`src/rtl/axil_slave_mem_if.sv`:
```
// AXI-Lite bus bundle between the DMA master and axil_slave_mem.
// The s_wstrb lane only exists when AXIL_MEM_STRB_EN is defined.
interface axil_slave_mem_if;
  logic [31:0] s_araddr;
  logic        s_arvalid;
  logic        s_arready;
  logic [31:0] s_rdata;
  logic [1:0]  s_rresp;
  logic        s_rvalid;
  logic        s_rready;
  logic [31:0] s_awaddr;
  logic        s_awvalid;
  logic        s_awready;
  logic [31:0] s_wdata;
`ifdef AXIL_MEM_STRB_EN
  logic [3:0]  s_wstrb;
`endif
  logic        s_wvalid;
  logic        s_wready;
  logic [1:0]  s_bresp;
  logic        s_bvalid;
  logic        s_bready;

  modport master (
`ifdef AXIL_MEM_STRB_EN
    output s_wstrb,
`endif
    output s_araddr, s_arvalid, s_rready,
    output s_awaddr, s_awvalid, s_wdata, s_wvalid, s_bready,
    input  s_arready, s_rdata, s_rresp, s_rvalid,
    input  s_awready, s_wready, s_bresp, s_bvalid
  );

  modport slave (
`ifdef AXIL_MEM_STRB_EN
    input  s_wstrb,
`endif
    input  s_araddr, s_arvalid, s_rready,
    input  s_awaddr, s_awvalid, s_wdata, s_wvalid, s_bready,
    output s_arready, s_rdata, s_rresp, s_rvalid,
    output s_awready, s_wready, s_bresp, s_bvalid
  );
endinterface

```
`src/rtl/axil_slave_mem.sv`:
```
// AXI-Lite slave scratch memory with programmable read/write wait states.
// Independent read and write FSMs; out-of-window or misaligned accesses
// answer SLVERR. Optional byte strobes are enabled by AXIL_MEM_STRB_EN.
module axil_slave_mem #(
  parameter int          DEPTH     = 64,
  parameter logic [31:0] BASE_ADDR = 32'h0000_0000,
  parameter int          RD_LAT    = 2,
  parameter int          WR_LAT    = 1
) (
  input logic             clk,
  input logic             reset,
  axil_slave_mem_if.slave s
);
  localparam int          IDX_W       = $clog2(DEPTH);
  localparam logic [31:0] SPAN        = 32'(4 * DEPTH);
  localparam logic [3:0]  RD_LAT_C    = 4'(RD_LAT);
  localparam logic [3:0]  WR_LAT_C    = 4'(WR_LAT);
  localparam logic [1:0]  RESP_OKAY   = 2'b00;
  localparam logic [1:0]  RESP_SLVERR = 2'b10;

  typedef enum logic [1:0] {R_IDLE, R_WAIT, R_RESP} r_state_t;
  typedef enum logic [1:0] {W_IDLE, W_WAIT, W_RESP} w_state_t;

  logic [31:0] mem [DEPTH];

  function automatic logic addr_hit(input logic [31:0] addr);
    return (addr >= BASE_ADDR) && ((addr - BASE_ADDR) < SPAN) && (addr[1:0] == 2'b00);
  endfunction

  function automatic logic [IDX_W-1:0] addr_idx(input logic [31:0] addr);
    return IDX_W'((addr - BASE_ADDR) >> 2);
  endfunction

  // ---------------- read channel ----------------
  r_state_t         r_state;
  logic [3:0]       r_cnt;
  logic [31:0]      ar_addr_q;
  logic [31:0]      rd_addr;
  logic             rd_hit;
  logic [IDX_W-1:0] rd_idx;
  logic [31:0]      rd_word;

  // With zero read latency the sample happens on the AR handshake itself,
  // so the live bus address is used while idle.
  assign rd_addr     = (r_state == R_IDLE) ? s.s_araddr : ar_addr_q;
  assign rd_hit      = addr_hit(rd_addr);
  assign rd_idx      = addr_idx(rd_addr);
  assign rd_word     = rd_hit ? mem[rd_idx] : 32'h0;
  assign s.s_arready = (r_state == R_IDLE) && !reset;

  // Read FSM: accept AR, count wait states, present and hold the response.
  always_ff @(posedge clk) begin
    if (reset) begin
      r_state   <= R_IDLE;
      r_cnt     <= 4'd0;
      ar_addr_q <= 32'h0;
      s.s_rvalid <= 1'b0;
      s.s_rdata  <= 32'h0;
      s.s_rresp  <= RESP_OKAY;
    end else begin
      case (r_state)
        R_IDLE: begin
          if (s.s_arvalid) begin
            ar_addr_q <= s.s_araddr;
            if (RD_LAT == 0) begin
              r_state    <= R_RESP;
              s.s_rvalid <= 1'b1;
              s.s_rdata  <= rd_word;
              s.s_rresp  <= rd_hit ? RESP_OKAY : RESP_SLVERR;
            end else begin
              r_cnt   <= RD_LAT_C;
              r_state <= R_WAIT;
            end
          end
        end
        R_WAIT: begin
          r_cnt <= r_cnt - 4'd1;
          if (r_cnt == 4'd1) begin
            r_state    <= R_RESP;
            s.s_rvalid <= 1'b1;
            s.s_rdata  <= rd_word;
            s.s_rresp  <= rd_hit ? RESP_OKAY : RESP_SLVERR;
          end
        end
        R_RESP: begin
          if (s.s_rready) begin
            s.s_rvalid <= 1'b0;
            r_state    <= R_IDLE;
          end
        end
        default: r_state <= R_IDLE;
      endcase
    end
  end

  // ---------------- write channel ----------------
  w_state_t         w_state;
  logic [3:0]       w_cnt;
  logic             aw_held;
  logic             w_held;
  logic [31:0]      aw_addr_q;
  logic [31:0]      w_data_q;
  logic             aw_fire;
  logic             w_fire;
  logic             aw_have;
  logic             w_have;
  logic [31:0]      wr_addr;
  logic [31:0]      wr_data;
  logic             wr_hit;
  logic [IDX_W-1:0] wr_idx;
  logic             wr_commit;
`ifdef AXIL_MEM_STRB_EN
  logic [3:0]       w_strb_q;
  logic [3:0]       wr_strb;
`endif

  assign s.s_awready = (w_state == W_IDLE) && !aw_held && !reset;
  assign s.s_wready  = (w_state == W_IDLE) && !w_held && !reset;
  assign aw_fire     = s.s_awvalid && s.s_awready;
  assign w_fire      = s.s_wvalid && s.s_wready;
  assign aw_have     = aw_held || aw_fire;
  assign w_have      = w_held || w_fire;
  // A channel captured this very cycle has not been latched yet, so fall
  // back to the bus value until the held copy exists.
  assign wr_addr     = aw_held ? aw_addr_q : s.s_awaddr;
  assign wr_data     = w_held ? w_data_q : s.s_wdata;
`ifdef AXIL_MEM_STRB_EN
  assign wr_strb     = w_held ? w_strb_q : s.s_wstrb;
`endif
  assign wr_hit      = addr_hit(wr_addr);
  assign wr_idx      = addr_idx(wr_addr);
  // Commit happens on the edge that enters W_RESP; reset suppresses it.
  assign wr_commit   = !reset &&
                       (((w_state == W_IDLE) && aw_have && w_have && (WR_LAT == 0)) ||
                        ((w_state == W_WAIT) && (w_cnt == 4'd1)));

  // Write FSM: collect AW and W in any order, count wait states, hold B.
  always_ff @(posedge clk) begin
    if (reset) begin
      w_state    <= W_IDLE;
      w_cnt      <= 4'd0;
      aw_held    <= 1'b0;
      w_held     <= 1'b0;
      aw_addr_q  <= 32'h0;
      w_data_q   <= 32'h0;
`ifdef AXIL_MEM_STRB_EN
      w_strb_q   <= 4'h0;
`endif
      s.s_bvalid <= 1'b0;
      s.s_bresp  <= RESP_OKAY;
    end else begin
      case (w_state)
        W_IDLE: begin
          if (aw_fire) begin
            aw_held   <= 1'b1;
            aw_addr_q <= s.s_awaddr;
          end
          if (w_fire) begin
            w_held   <= 1'b1;
            w_data_q <= s.s_wdata;
`ifdef AXIL_MEM_STRB_EN
            w_strb_q <= s.s_wstrb;
`endif
          end
          if (aw_have && w_have) begin
            if (WR_LAT == 0) begin
              w_state    <= W_RESP;
              s.s_bvalid <= 1'b1;
              s.s_bresp  <= wr_hit ? RESP_OKAY : RESP_SLVERR;
            end else begin
              w_cnt   <= WR_LAT_C;
              w_state <= W_WAIT;
            end
          end
        end
        W_WAIT: begin
          w_cnt <= w_cnt - 4'd1;
          if (w_cnt == 4'd1) begin
            w_state    <= W_RESP;
            s.s_bvalid <= 1'b1;
            s.s_bresp  <= wr_hit ? RESP_OKAY : RESP_SLVERR;
          end
        end
        W_RESP: begin
          if (s.s_bready) begin
            s.s_bvalid <= 1'b0;
            aw_held    <= 1'b0;
            w_held     <= 1'b0;
            w_state    <= W_IDLE;
          end
        end
        default: w_state <= W_IDLE;
      endcase
    end
  end

  // Memory array update; the array itself is never reset.
  always_ff @(posedge clk) begin
    if (wr_commit && wr_hit) begin
`ifdef AXIL_MEM_STRB_EN
      for (int k = 0; k < 4; k++) begin
        if (wr_strb[k]) mem[wr_idx][8*k +: 8] <= wr_data[8*k +: 8];
      end
`else
      mem[wr_idx] <= wr_data;
`endif
    end
  end
endmodule

```
`src/flat_wrapper.sv`:
```
// flat-port wrapper written by rule: the top's interface ports become plain ports
module axil_slave_mem_flat 
#(
  parameter int          DEPTH     = 64,
  parameter logic [31:0] BASE_ADDR = 32'h0000_0000,
  parameter int          RD_LAT    = 2,
  parameter int          WR_LAT    = 1
)
  (clk, reset, s_s_araddr, s_s_arvalid, s_s_rready, s_s_awaddr, s_s_awvalid, s_s_wdata, s_s_wvalid, s_s_bready, s_s_arready, s_s_rdata, s_s_rresp, s_s_rvalid, s_s_awready, s_s_wready, s_s_bresp, s_s_bvalid);
  axil_slave_mem_if s_i ();
  input logic clk;
  input logic reset;
  input wire logic [$bits(s_i.s_araddr)-1:0] s_s_araddr;
  input wire logic [$bits(s_i.s_arvalid)-1:0] s_s_arvalid;
  input wire logic [$bits(s_i.s_rready)-1:0] s_s_rready;
  input wire logic [$bits(s_i.s_awaddr)-1:0] s_s_awaddr;
  input wire logic [$bits(s_i.s_awvalid)-1:0] s_s_awvalid;
  input wire logic [$bits(s_i.s_wdata)-1:0] s_s_wdata;
  input wire logic [$bits(s_i.s_wvalid)-1:0] s_s_wvalid;
  input wire logic [$bits(s_i.s_bready)-1:0] s_s_bready;
  output wire logic [$bits(s_i.s_arready)-1:0] s_s_arready;
  output wire logic [$bits(s_i.s_rdata)-1:0] s_s_rdata;
  output wire logic [$bits(s_i.s_rresp)-1:0] s_s_rresp;
  output wire logic [$bits(s_i.s_rvalid)-1:0] s_s_rvalid;
  output wire logic [$bits(s_i.s_awready)-1:0] s_s_awready;
  output wire logic [$bits(s_i.s_wready)-1:0] s_s_wready;
  output wire logic [$bits(s_i.s_bresp)-1:0] s_s_bresp;
  output wire logic [$bits(s_i.s_bvalid)-1:0] s_s_bvalid;
  assign s_i.s_araddr = s_s_araddr;
  assign s_i.s_arvalid = s_s_arvalid;
  assign s_i.s_rready = s_s_rready;
  assign s_i.s_awaddr = s_s_awaddr;
  assign s_i.s_awvalid = s_s_awvalid;
  assign s_i.s_wdata = s_s_wdata;
  assign s_i.s_wvalid = s_s_wvalid;
  assign s_i.s_bready = s_s_bready;
  assign s_s_arready = s_i.s_arready;
  assign s_s_rdata = s_i.s_rdata;
  assign s_s_rresp = s_i.s_rresp;
  assign s_s_rvalid = s_i.s_rvalid;
  assign s_s_awready = s_i.s_awready;
  assign s_s_wready = s_i.s_wready;
  assign s_s_bresp = s_i.s_bresp;
  assign s_s_bvalid = s_i.s_bvalid;
  axil_slave_mem #(.DEPTH(DEPTH), .BASE_ADDR(BASE_ADDR), .RD_LAT(RD_LAT), .WR_LAT(WR_LAT)) u_core (.clk(clk), .reset(reset), .s(s_i));
endmodule
```
`config.mk`:
```
export PLATFORM = sky130hd
export DESIGN_NAME = axil_slave_mem_flat
export DESIGN_NICKNAME = d
export VERILOG_FILES = /design/src/rtl/axil_slave_mem_if.sv /design/src/rtl/axil_slave_mem.sv /design/src/flat_wrapper.sv
export SDC_FILE = /design/constraint.sdc
export NUM_CORES = 2
export LEC_CHECK = 0
export CAP_MARGIN = 5
export CORE_MARGIN = 8
export CORE_UTILIZATION = 30
export CTS_BUF_LIST = sky130_fd_sc_hd__clkbuf_8
export CTS_CLUSTER_SIZE = 20
export DETAILED_ROUTE_END_ITERATION = 10
export GPL_TIMING_DRIVEN = 0
export PLACE_DENSITY = 0.53
export SLEW_MARGIN = 20
export SYNTH_ARGS = -nofsm -noshare
export SYNTH_HDL_FRONTEND = slang
export SYNTH_SLANG_ARGS = --single-unit
```
`constraint.sdc`:
```
create_clock -name clk -period 4.3 [get_ports clk]
set_input_delay 0.645 -clock clk [delete_from_list [all_inputs] [get_ports clk]]
set_output_delay 0.645 -clock clk [all_outputs]
set_load 0.01 [all_outputs]
```
Yosys cells after proc, flatten, opt, wreduce, memory -nomap -nowiden
Memories as Yosys holds them, arrays and structs flattened.
Index checks and enable logic that the tools add are counted.

word-level totals
  register bits = 148
  RAM bits = 2,048
  input bits = 103
  output and inout port bits = 41
  logic and storage cells = 107
  memories = 1

memory list
  name        words  bits a word  read ports  clocked after memory_dff  wr ports  RTL line              source
  u_core.mem  64     32           1           0                         1         axil_slave_mem.sv:24  logic [31:0] mem [DEPTH];

operators by class
  $add $sub $neg = 2
  order comparisons = 4
  eq/ne operators = 14
  mux-type cells = 30
  reduce and logical (&&, ||, !) cells = 42

operators by type and width
  cell                 count
  $mux 32              4
  $ge 32x1->1 const B  2
  $lt 32x9->1 const B  2
  $reduce_and 3->1     6
  $mux 2               8
  $pmux 4 s2           2
  $logic_and 1x1->1    15
  $reduce_and 2->1     7
  $pmux 2 s3           2
  $ne 2x2->1 const B   5
  $reduce_bool 2->1    5
  $eq 4x1->1 const B   2
  $logic_not 2->1      4
  $mux 1               8
  $mux 4               2
  $pmux 1 s2           4
  $sub 4x1->4 const B  2
  $ne 2x1->1 const B   3
  $eq 2x1->1 const B   2
  $eq 2x2->1 const B   2
  $logic_not 1->1      3
  $logic_or 1x1->1     2

Longest topological paths before layout
  word-level depth = 8
  mapped depth = 12
  mapped depth without buffers = 9

Worst setup path after synthesis
OpenSTA, ideal clock, no wires.

  path type = input to register
  from = input s_s_awaddr[9]
  to = memory u_core.mem[57][0], enable pin
  setup time = 421 ps
  data arrival time = 3,294 ps
  data required time = 3,879 ps
  path slack = 585 ps
  cell stages on the path = 8
  buffers on the path = 1
  cell sequence = nor4_1 -> nand4_1 -> o22ai_1 -> nand3b_1 -> or2_2 -> nand2b_1 -> clkbuf_1 -> nor2_1

on the way
  word-level cells in the longest chain between the ends = 7
  elaborated cells between the ends (all ways) = 8
  those cells by class = order compare: 2; mux: 3; reduce/logical: 3

RTL lines
  what                                        RTL line               source
  from (decl)                                 flat_wrapper.sv:16     input wire logic [$bits(s_i.s_awaddr)-1:0] s_s_awaddr;
  $mux 32 (*)                                 axil_slave_mem.sv:125  assign wr_addr = aw_held ? aw_addr_q : s.s_awaddr;
  $ge 32x1->1 or $lt 32x9->1 (tied branches)  axil_slave_mem.sv:27   return (addr >= BASE_ADDR) && ((addr - BASE_ADDR) < SPAN) && (addr[1:0] == 2'b00);
  $logic_and 1x1->1 (*) (2 in series)         axil_slave_mem.sv:27
  $logic_and 1x1->1 (*)                       axil_slave_mem.sv:199  if (wr_commit && wr_hit) begin
  $mux 1 (*)                                  axil_slave_mem.sv:199
  $mux 1 (not written as such) (*)            axil_slave_mem.sv:205  mem[wr_idx] <= wr_data;
  to (decl)                                   axil_slave_mem.sv:24

Mark *: on every way between the ends. The rest lies on a longest branch, timed or not.

Worst setup path in the final report
  from = register u_core.r_state[1]
  to = register u_core.s.s_rdata[9]

on the way
  word-level cells in the longest chain between the ends = 6
  elaborated cells between the ends (all ways) = 11
  those cells by class = order compare: 2; eq/ne: 1; mux: 2; reduce/logical: 5; memory: 1

RTL lines
  what                                        RTL line                 source
  from (decl)                                 axil_slave_mem.sv:35     r_state_t r_state;
  from (signal assigned)                      axil_slave_mem.sv:54     r_state <= R_IDLE;
  from (signal assigned)                      axil_slave_mem.sv:66     r_state <= R_RESP;
  from (signal assigned)                      axil_slave_mem.sv:72     r_state <= R_WAIT;
  $logic_not 2->1                             axil_slave_mem.sv:45     assign rd_addr = (r_state == R_IDLE) ? s.s_araddr : ar_addr_q;
  $mux 32                                     axil_slave_mem.sv:45
  $ge 32x1->1 or $lt 32x9->1 (tied branches)  axil_slave_mem.sv:27
  $logic_and 1x1->1 (2 in series)             axil_slave_mem.sv:27
  $mux 32                                     axil_slave_mem.sv:48     assign rd_word = rd_hit ? mem[rd_idx] : 32'h0;
  to (signal assigned)                        axil_slave_mem.sv:68     s.s_rdata <= rd_word;
  to (signal assigned)                        axil_slave_mem.sv:81     s.s_rdata <= rd_word;
  to (decl)                                   axil_slave_mem_if.sv:40  output s_arready, s_rdata, s_rresp, s_rvalid,

Several ways; a longest one is shown, not always the timed one.
A chain may end at the register's enable or synchronous reset.

==> metrics.md <==
| Metric | Value |
|---|---|
| H-Tree Level Count | `5` |
| Hold path start | `s_s_wdata[28]` |
| Sequential fraction of the synthesis area | `75.9%` |
| # hold bufs at CTS | `0` |
| Max Slew Vio Count | `0` |
| Clock slew at the register clock pins of the worst setup and hold paths | `0.07 ns` |
| Failing checks | `setup timing` |
| Count of standard-cell rows | `195` |
| Area Growth Syn to Fin | `20.1%` |
| Initial antenna violation count | `29` |
| #FFs+latches synth | `2,194` |
| Max-slew headroom | `20.7%` |
| Buffers on Ports | `141` |
| Via count | `60,400` |
| Setup TNS | `-0.755 ns` |
| I/O pins | `144` |
| Largest net degree at the start of global routing | `65` |
| Antenna Nets Post-Route | `0` |
| Total GRT Usage | `20.9%` |
| CTS tree | `built` |
| R2r worst-path depth | `11` |
| Pre-Repair DR Iteration Count | `6` |
| Worst vdd rail ir drop | `0.265 mV` |
| Post-DP Area | `95,000 um^2` |
| Setup crit start kind | `register` |
| Worst reg2reg setup slack | `-0.16 ns` |
| Clock skew | `0.125 ns` |
| FFs w/ async S/R, synth | `0%` |
| Syn Area/Cell | `12.8 um^2` |
| Synth unique cells | `59` |
| Root Buffer | `clkbuf_8` |
| Die Y | `548 um` |
| Gate count of the mapped netlist | `6,628` |
| Fin. Hold Viols | `0` |
| Starting Density | `30.1%` |
| Most used DFF post-synth | `edfxtp_1` |
| DR iter-0 viols | `8,624` |
| Horiz. Die Dim | `548 um` |
| Wirelength, routed | `327,000 um` |
| Layout cells sized above 1 | `11.2%` |
| Worst hold path class | `input pin to register` |
| Setup violators final | `11` |
| Drt via density | `5.34` |
| Worst path arrival time | `5.40 ns` |
| Net count reported at finish | `7,402` |
| Die Area | `300,000 um^2` |
| Worst-Margin Slew | `1.19 ns` |
| Fraction of the cycle the final worst path needs | `104%` |
| Post-DP HPWL | `227,000 um` |
| Status | `finished with violations` |
| Worst reg2reg startpoint | `u_core.r_state[1]$_SDFFE_PP0P_` |
| Crit Path Class | `register to register` |
| Vias in the first global route | `57,100` |
| DRC | `0` |
| PnR Total Power | `0.0458 W` |
| EDFF count, synth | `2,048` |
| Hold EP | `u_core.w_data_q[28]$_SDFFE_PP0P_` |
| Total congestion overflow | `0` |
| Post-route setup slack | `-0.159 ns` |
| Hold Crit Depth | `3` |
| Leakage power | `34.0 nW` |
| Cts bufs inserted | `356` |
| Gpl congestion | `0.955` |
| Clock Latency Late Sink | `1.03 ns` |
| # clock sinks | `2,194` |
| Core area | `282,000 um^2` |
| Max Cap Viol | `0` |
| Critical Path Fanout Max | `10` |
| First-pass GRT wire length | `448,000 um` |
| Final Instance Area | `102,000 um^2` |
| Final core occ | `36.2%` |
| Fin crit period | `4.46 ns` |
| Fmax | `0.224 GHz` |
| Number of synthesis warnings | `0` |
| CP Capture Type | `register` |
| CTS max path bufs | `4` |
| Pwr/cell area | `449 nW/um^2` |
| Mapped Area | `84,800 um^2` |
| Crit path required time | `5.24 ns` |
| Avg WL per Cell | `28.9 um` |
| RR Endpoint | `u_core.s.s_rdata[9]$_SDFFE_PP0P_` |
[what timing repair did]
item / in CTS / in global routing
pin swaps: 0 / 13
endpoints found under the setup margin: 33 / 180
resized for setup: 40 / 23
setup buffers: 0 / 30
[per-layer routing]
layer  global-route usage (%)  wire, um  up-vias
li1                         -         -    25600
met1                     26.5    124000    30400
met4                     13.2     23900       16
met3                     4.51     32600      735
met2                     32.6    147000     3628
met5                    0.481       299        -
[cell usage in the layout, fill, tap and decap left out, types with 32 or more instances in the layout]
cell / synthesis / routed
clkbuf_1: 302 / 265
nor2_1: 98 / 33
clkdlybuf4s50_1: 0 / 141
a31oi_1: 257 / 256
edfxtp_1: 2048 / 2048
buf_16: 0 / 88
dfxtp_1: 146 / 146
clkbuf_2: 0 / 37
clkinv_1: 0 / 75
buf_2: 63 / 66
buf_1: 57 / 42
nand4_1: 251 / 251
buf_12: 0 / 51
clkbuf_8: 0 / 380
a21oi_1: 114 / 114
a41oi_1: 63 / 53
buf_4: 5 / 35
nand2_1: 2231 / 2225
nor2_4: 0 / 65
inv_1: 13 / 141
mux2_4: 0 / 32
nand3_1: 769 / 767
[through the flow]
stage,setup WS [ns],hold WS [ns],cells
after floorplan,0.585,0.433,6629
after global placement,-2.70,0.438,10500
after detailed placement,-1.08,0.447,10700
after CTS,-0.00351,0.211,11300
after global routing,-0.00226,0.288,11300
final,-0.159,0.276,11300
[layout make-up]
type	instances	area, um^2
buffer	429	1840
clock inverter	248	1180
sequential	2194	64400
inverter	13	48.8
antenna	7	17.5
multi-input combinational	3993	19400
tap	3743	4680
timing repair buffer	308	5080
fill	27200	180000
clock buffer	380	5230
[worst max path at each step]
stage	start	endpoint	slack (ns)	depth (start not counted)
2_1_floorplan	s_s_awaddr[9]	u_core.mem[57][0]$_DFFE_PP_	0.59	8
3_3_place_gp	s_s_awaddr[25]	u_core.mem[29][9]$_DFFE_PP_	-2.70	9
3_5_place_dp	s_s_araddr[2]	u_core.s.s_rdata[6]$_SDFFE_PP0P_	-1.08	10
4_1_cts	u_core.r_state[1]$_SDFFE_PP0P_	u_core.s.s_rdata[10]$_SDFFE_PP0P_	-0.004	12
5_1_grt	u_core.r_state[0]$_SDFFE_PP0P_	u_core.s.s_rdata[8]$_SDFFE_PP0P_	-0.002	9
6_report	u_core.r_state[1]$_SDFFE_PP0P_	u_core.s.s_rdata[9]$_SDFFE_PP0P_	-0.16	11
[Yosys cell counts, drive strengths merged, types with 3 or more instances]
library cell,number,area share [%]
nand2,2231,9.9
inv,13,0.058
and2,4,0.029
nand4,251,1.9
nor2,99,0.44
and3,5,0.037
buf,127,0.69
nor4,26,0.19
ha,4,0.059
a31oi,260,1.9
o21bai,3,0.027
mux2i,13,0.15
nand3,769,4.5
nor3b,3,0.027
a21oi,114,0.67
a221oi,5,0.052
edfxtp,2048,72
mux2,37,0.49
clkbuf,302,1.3
a41oi,63,0.65
or2,3,0.022
nand2b,9,0.066
o21ai,6,0.035
dfxtp,146,3.4
a32oi,6,0.062
nor3,10,0.059
or3,4,0.029
nor4b,3,0.031
a211o,31,0.32
[critical path, cell delays in order, from the launching register on]
cell      delay [ns]
dfxtp_1         0.29
buf_2           0.19
o21ai_1         0.44
and2_1          0.21
buf_6           0.17
clkbuf_1        0.74
clkbuf_1        0.65
nand2_1         0.11
nand3_1         0.11
nand4_1         0.36
a41oi_1         0.99
a211o_1         0.19
[state kept, by name, summed over array words and instances, names as in the netlist]
register           cells
u_core.mem          2048
u_core.ar_addr_q      32
u_core.aw_addr_q      32
u_core.s.s_rdata      32
u_core.w_data_q       32
u_core.r_cnt           4
u_core.w_cnt           4
u_core.r_state         2
u_core.w_state         2
u_core.aw_held         1
u_core.s.s_bresp       1
u_core.s.s_bvalid      1
u_core.s.s_rresp       1
u_core.s.s_rvalid      1
u_core.w_held          1
[where the power goes]
| part | switching, W | internal (W) |
|---|---|---|
| logic | 0.00401 | 0.00108 |
| registers | 0.0000445 | 0.0238 |
| clock network | 0.00845 | 0.00843 |
| total | 0.0125 | 0.0333 |
[kinds of logic after synthesis]
family                     count (synthesis)  synth area share [%]
buffers and inverters                    442                  2.09
and+or+nand+nor                         3430                  17.3
other                                      1               0.00442
adders and majority gates                  4                0.0590
muxes                                     50                 0.644
AOI/OAI and AO/OA                        507                  3.95
DFF                                     2194                  75.9
(Power assumes the default switching activity.)
